==> src/rtl/matrix_loader.sv <==
// Streams two matrices word by word into packed buses, then sequences the
// multiplier: reset pulse, start pulse, wait for finish (or timeout), show pulse.
module matrix_loader #(
  parameter int r1      = 2,
  parameter int c1      = 2,
  parameter int c2      = 2,
  parameter int width   = 32,
  parameter int TIMEOUT = 1000
) (
  input  logic                      clk,
  input  logic                      rst,
  input  logic [width-1:0]          in_data,
  input  logic                      in_valid,
  output logic                      in_ready,
  input  logic                      abort,
  output logic [r1*c1*width-1:0]    mat1,
  output logic [c1*c2*width-1:0]    mat2,
  output logic                      mult_rst,
  output logic                      start,
  input  logic                      finish,
  output logic                      show,
  output logic                      done,
  output logic                      timeout_err
);

  // state  | meaning
  // LOAD1  | accepting matrix 1 words, row-major
  // LOAD2  | accepting matrix 2 words, column-major
  // CLEAR  | one-cycle multiplier reset to drop a stale finish
  // LAUNCH | one-cycle start pulse
  // WAIT   | waiting for finish or timeout
  // SHOW   | one-cycle show/done pulse

  localparam int m1   = r1 * c1;
  localparam int m2   = c1 * c2;
  localparam int MMAX = (m1 > m2) ? m1 : m2;
  localparam int IW   = ($clog2(MMAX + 1) > 8) ? $clog2(MMAX + 1) : 8;
  localparam int TW   = ($clog2(TIMEOUT + 1) > 1) ? $clog2(TIMEOUT + 1) : 1;

  typedef enum logic [2:0] {LOAD1, LOAD2, CLEAR, LAUNCH, WAIT, SHOW} state_t;

  state_t        state, state_d;
  logic [IW-1:0] idx, idx_d;
  logic [TW-1:0] wcnt, wcnt_d;
  logic          tmo_d;
  logic          accept;

  // abort takes priority over a coinciding handshake
  assign accept = in_valid && in_ready && !abort;

  always_comb begin
    state_d = state;
    idx_d   = idx;
    wcnt_d  = wcnt;
    tmo_d   = timeout_err;
    if (abort) begin
      state_d = LOAD1;
      idx_d   = '0;
    end else begin
      case (state)
        LOAD1: if (accept) begin
          if (idx == IW'(m1 - 1)) begin
            state_d = LOAD2;
            idx_d   = '0;
          end else begin
            idx_d = idx + IW'(1);
          end
        end
        LOAD2: if (accept) begin
          if (idx == IW'(m2 - 1)) begin
            state_d = CLEAR;
            idx_d   = '0;
          end else begin
            idx_d = idx + IW'(1);
          end
        end
        CLEAR:  state_d = LAUNCH;
        LAUNCH: begin
          state_d = WAIT;
          wcnt_d  = '0;
        end
        WAIT: begin
          if (finish) begin
            state_d = SHOW;
          end else if (wcnt == TW'(TIMEOUT - 1)) begin
            state_d = SHOW;
            tmo_d   = 1'b1;
          end else begin
            wcnt_d = wcnt + TW'(1);
          end
        end
        SHOW:    state_d = LOAD1;
        default: state_d = LOAD1;
      endcase
    end
  end

  // outputs are registered from the next state so they line up with it
  always_ff @(posedge clk) begin
    if (!rst) begin
      state       <= LOAD1;
      idx         <= '0;
      wcnt        <= '0;
      in_ready    <= 1'b0;
      mult_rst    <= 1'b0;
      start       <= 1'b0;
      show        <= 1'b0;
      done        <= 1'b0;
      timeout_err <= 1'b0;
    end else begin
      state       <= state_d;
      idx         <= idx_d;
      wcnt        <= wcnt_d;
      timeout_err <= tmo_d;
      in_ready    <= (state_d == LOAD1) || (state_d == LOAD2);
      mult_rst    <= !(abort || (state_d == CLEAR));
      start       <= (state_d == LAUNCH);
      show        <= (state_d == SHOW);
      done        <= (state_d == SHOW);
    end
  end

  // first word of each matrix lands in the most significant slot
  always_ff @(posedge clk) begin
    if (!rst) begin
      mat1 <= '0;
      mat2 <= '0;
    end else if (accept) begin
      if (state == LOAD1)
        mat1[(m1 - 1 - int'(idx)) * width +: width] <= in_data;
      else if (state == LOAD2)
        mat2[(m2 - 1 - int'(idx)) * width +: width] <= in_data;
    end
  end

endmodule

==> config.mk <==
export PLATFORM = sky130hd
export DESIGN_NAME = matrix_loader
export DESIGN_NICKNAME = d
export VERILOG_FILES = /design/src/rtl/matrix_loader.sv
export SDC_FILE = /design/constraint.sdc
export NUM_CORES = 1
export LEC_CHECK = 0
export BUFFER_PORTS_ARGS = -buffer_cell sky130_fd_sc_hd__buf_2
export CAP_MARGIN = 0
export CORE_UTILIZATION = 53
export DETAILED_ROUTE_END_ITERATION = 10
export GPL_ROUTABILITY_DRIVEN = 0
export PLACE_DENSITY = 0.92
export SLEW_MARGIN = 20
export SYNTH_ARGS = -nofsm -noshare
export SYNTH_HDL_FRONTEND = slang
export SYNTH_SLANG_ARGS = --single-unit
==> constraint.sdc <==
create_clock -name clk -period 6.1 [get_ports clk]
set_input_delay 1.22 -clock clk [delete_from_list [all_inputs] [get_ports clk]]
set_output_delay 1.22 -clock clk [all_outputs]
set_load 0.005 [all_outputs]
==> results.cfg <==
[setup_path]
crit_slowest_cell = dfxtp_1
timing_worst_setup_path_type = reg2reg
critPathMaxStageDelay_ps = 610
worstPathMaxFanout = 26
cp-end-kind = flip-flop
crit_chain = inv_1, ha_1, or4bb_1, nor2_1, nand4_1, ha_1, nor4b_1, nand4_1, a2111o_1, nand2_1, nand4_4, buf_4, mux2i_1
worst_ep_required_time_ps = 6540
startpoint_type = flip-flop
arrival_ps = 5690
rr_worst_depth = 13

[cells_and_area]
seq_area_sq_mm = 0.00565
final_core_util_pct = 66.6
antenna_cells = 0
final_cell_count_no_fill = 1759
fill_cells = 1567
syn_to_final_growth_pct = 22.5
multi_input_area_sq_mm = 0.00547
nets = 1508
drive_gt1_share_pct = 25.3

[grt]
grt-ovfl-total = 0
antenna_found_initial = 0
grt_max_degree = 98
grt_pass1_wl_mm = 49.9
grt_usage_pct = 28.3
grt_pass1_vias = 9577

[sta]
finalCritPeriodShare_pct = 86.0
finalWorstSetupSlack_ps = 854
max_freq_mhz = 191
finalMaxSlewViolations = 0
relSlewSlack_pct = 27.4
fin_crit_ps = 5250
setup_violations = 0
tightest_slew_ps = 1090
final_hold_viol_count = 0
finalSetupTns_ps = 0
clock-skew-final_ps = 8.76
grt_setup_unrepaired = no

[routing]
via_count = 9882
via_per_inst = 5.62
wirelength_mm = 32.8
drtAntennaViolNets = 0
wl_per_cell_microns = 18.6
detail_route.iter0.violations = 509
first_pass_iters = 5
drc = 0

[yosys]
avgSynthCellArea_sq_um = 9.55
async_reset_ff_share_pct = 0
synth_area_leader_cell = dfxtp_1
ys_seq_area_share_pct = 49.1
synth_flop_cell = dfxtp_1
synth.distinct_cells = 59
synthesis.nets = 1249
synth.top_cell.area_share_pct = 49.1
syn-instance-count = 1203
synth_edf_count = 0
yosys-top-cells-area = dfxtp_1, mux2i_1, nand2_1
synth_area_sq_mm = 0.0115
ys_seq_elements = 282
ys_warn_count = 0

[pwr]
p_leak_nw = 7.15
totalPowerFinal_mw = 3.78
irDropWorstVdd_uv = 193
power_density_mw_per_mm2 = 268

[die]
fp-row-count = 53
die_w_microns = 149
die_h_microns = 149
core_area_sq_mm = 0.0212
io_pins = 299
start_util_pct = 54.3
die-area_sq_mm = 0.0223

[clock_network]
cts_setup_buffers = 0
cts_made_buffers = 28
cts_resized = 0
cts.sinks = 282
clockBufferDepth = 3
htreeDepth = 1
postCtsHoldBufs = 0
cts_tree = built
root_buffer = clkbuf_16
clk_pin_slew_ps = 60
clock_latency_ps = 540

[place]
io_buffers = 298
placed_cells = 1707
place_hpwl_mm = 22.1
dp_slack_ps = 991

[hold_path]
whs_path_depth = 2
holdCritPathClass = reg2reg

[outcome]
run_status = completed

[run]
drv_cap = 0
==> cells in the mapped netlist (9+ instances only) <==
cell and instances:
nand4_1 11, ha_1 9, dfxtp_1 282, nor2b_1 16
a21boi_1 22, nor2_1 26, xnor2_1 9, nand2b_1 25
nand2_1 302, a21boi_0 35, buf_4 22, clkbuf_1 54
nand3_1 66, mux2i_1 206, xor2_1 12
==> layout make-up <==
type / instances / area share, %
sequential: 282 / 40.1
multi-input combinational: 830 / 38.9
timing repair buffer: 314 / 11.5
clock buffer: 39 / 5.63
tap: 275 / 2.44
clock inverter: 13 / 1.29
inverter: 6 / 0.160
==> metrics by stage <==
step / hold slack, ps / cell area, sq um
6_report: 456 / 14100
5_1_grt: 473 / 14100
4_1_cts: 458 / 14100
3_5_place_dp: 450 / 13100
3_3_place_gp: 441 / 13100
2_1_floorplan: 455 / 11500
==> cells by family (layout without fill, tap and decap cells) <==
logic type | after synthesis | count (layout) | share of synthesized area, %
AOI/OAI and AO/OA | 91 | 91 | 6.07
xor gates and xnor gates | 22 | 22 | 1.74
adders and majority gates | 9 | 9 | 0.980
buffers and inverters | 91 | 372 | 3.83
DFF | 282 | 282 | 49.1
muxes | 206 | 206 | 17.9
and+or+nand+nor | 502 | 502 | 20.3
==> path summary, 6_finish.rpt <==
| path | startpoint | endpoint | slack, ps |
|---|---|---|---|
| max | idx[2] | mat2[119] | 850 |
| min | mat2[40] | mat2[40] | 460 |
| max reg2reg | idx[2] | mat2[119] | 850 |
| min reg2reg | mat2[40] | mat2[40] | 460 |
==> critical path, delay by kind of cell, from the launching register on <==
kind / cells / cell delay, ps
simple gates: 7 / 2260
mux: 1 / 270
buf+inv: 2 / 620
fa+ha+maj: 2 / 850
compound gates: 1 / 520
flops: 1 / 610
==> power breakdown <==
group / internal [mW] / switching [mW]
Sequential: 1.85 / 0.00495
Combinational: 0.0379 / 0.0875
Clock: 1.08 / 0.719
Total: 2.97 / 0.812
==> per-layer routing <==
layer  share of wire (%)  wire (microns)  global-route usage, %  vias up
met5                   0               0                      0        -
met4                 4.9            1590                   14.8        0
met3                 7.4            2430                   5.72       99
met2                  48           15900                   49.0      435
met1                  39           12900                   33.0     4743
li1                    -               -                      -     4605
==> state kept, by name (all words and copies together) (netlist names) <==
register / flops
mat1: 128
mat2: 128
wcnt: 10
idx: 8
state: 3
done: 1
in_ready: 1
mult_rst: 1
start: 1
timeout_err: 1
==> layout by cell type (no fill, tap or decap), types with 4 or more instances in the layout <==
cell type,count
buf_4,16
mux2i_1,206
a21boi_0,35
bufinv_16,4
nor3b_1,5
buf_2,297
nand4_1,11
ha_1,9
nand3b_1,4
nand3_1,66
nor3_1,7
nor2b_1,16
inv_1,6
o21ai_0,5
nand2_1,302
and4_1,4
and3_1,6
clkbuf_1,7
nor4b_1,4
clkbuf_16,29
clkinv_2,6
a21boi_1,21
nor2_1,26
dfxtp_1,282
xor2_1,11
nand2b_1,25
xnor2_1,9
a21oi_1,8
nand4_4,4
No activity file was read; power rests on OpenSTA's default activity.
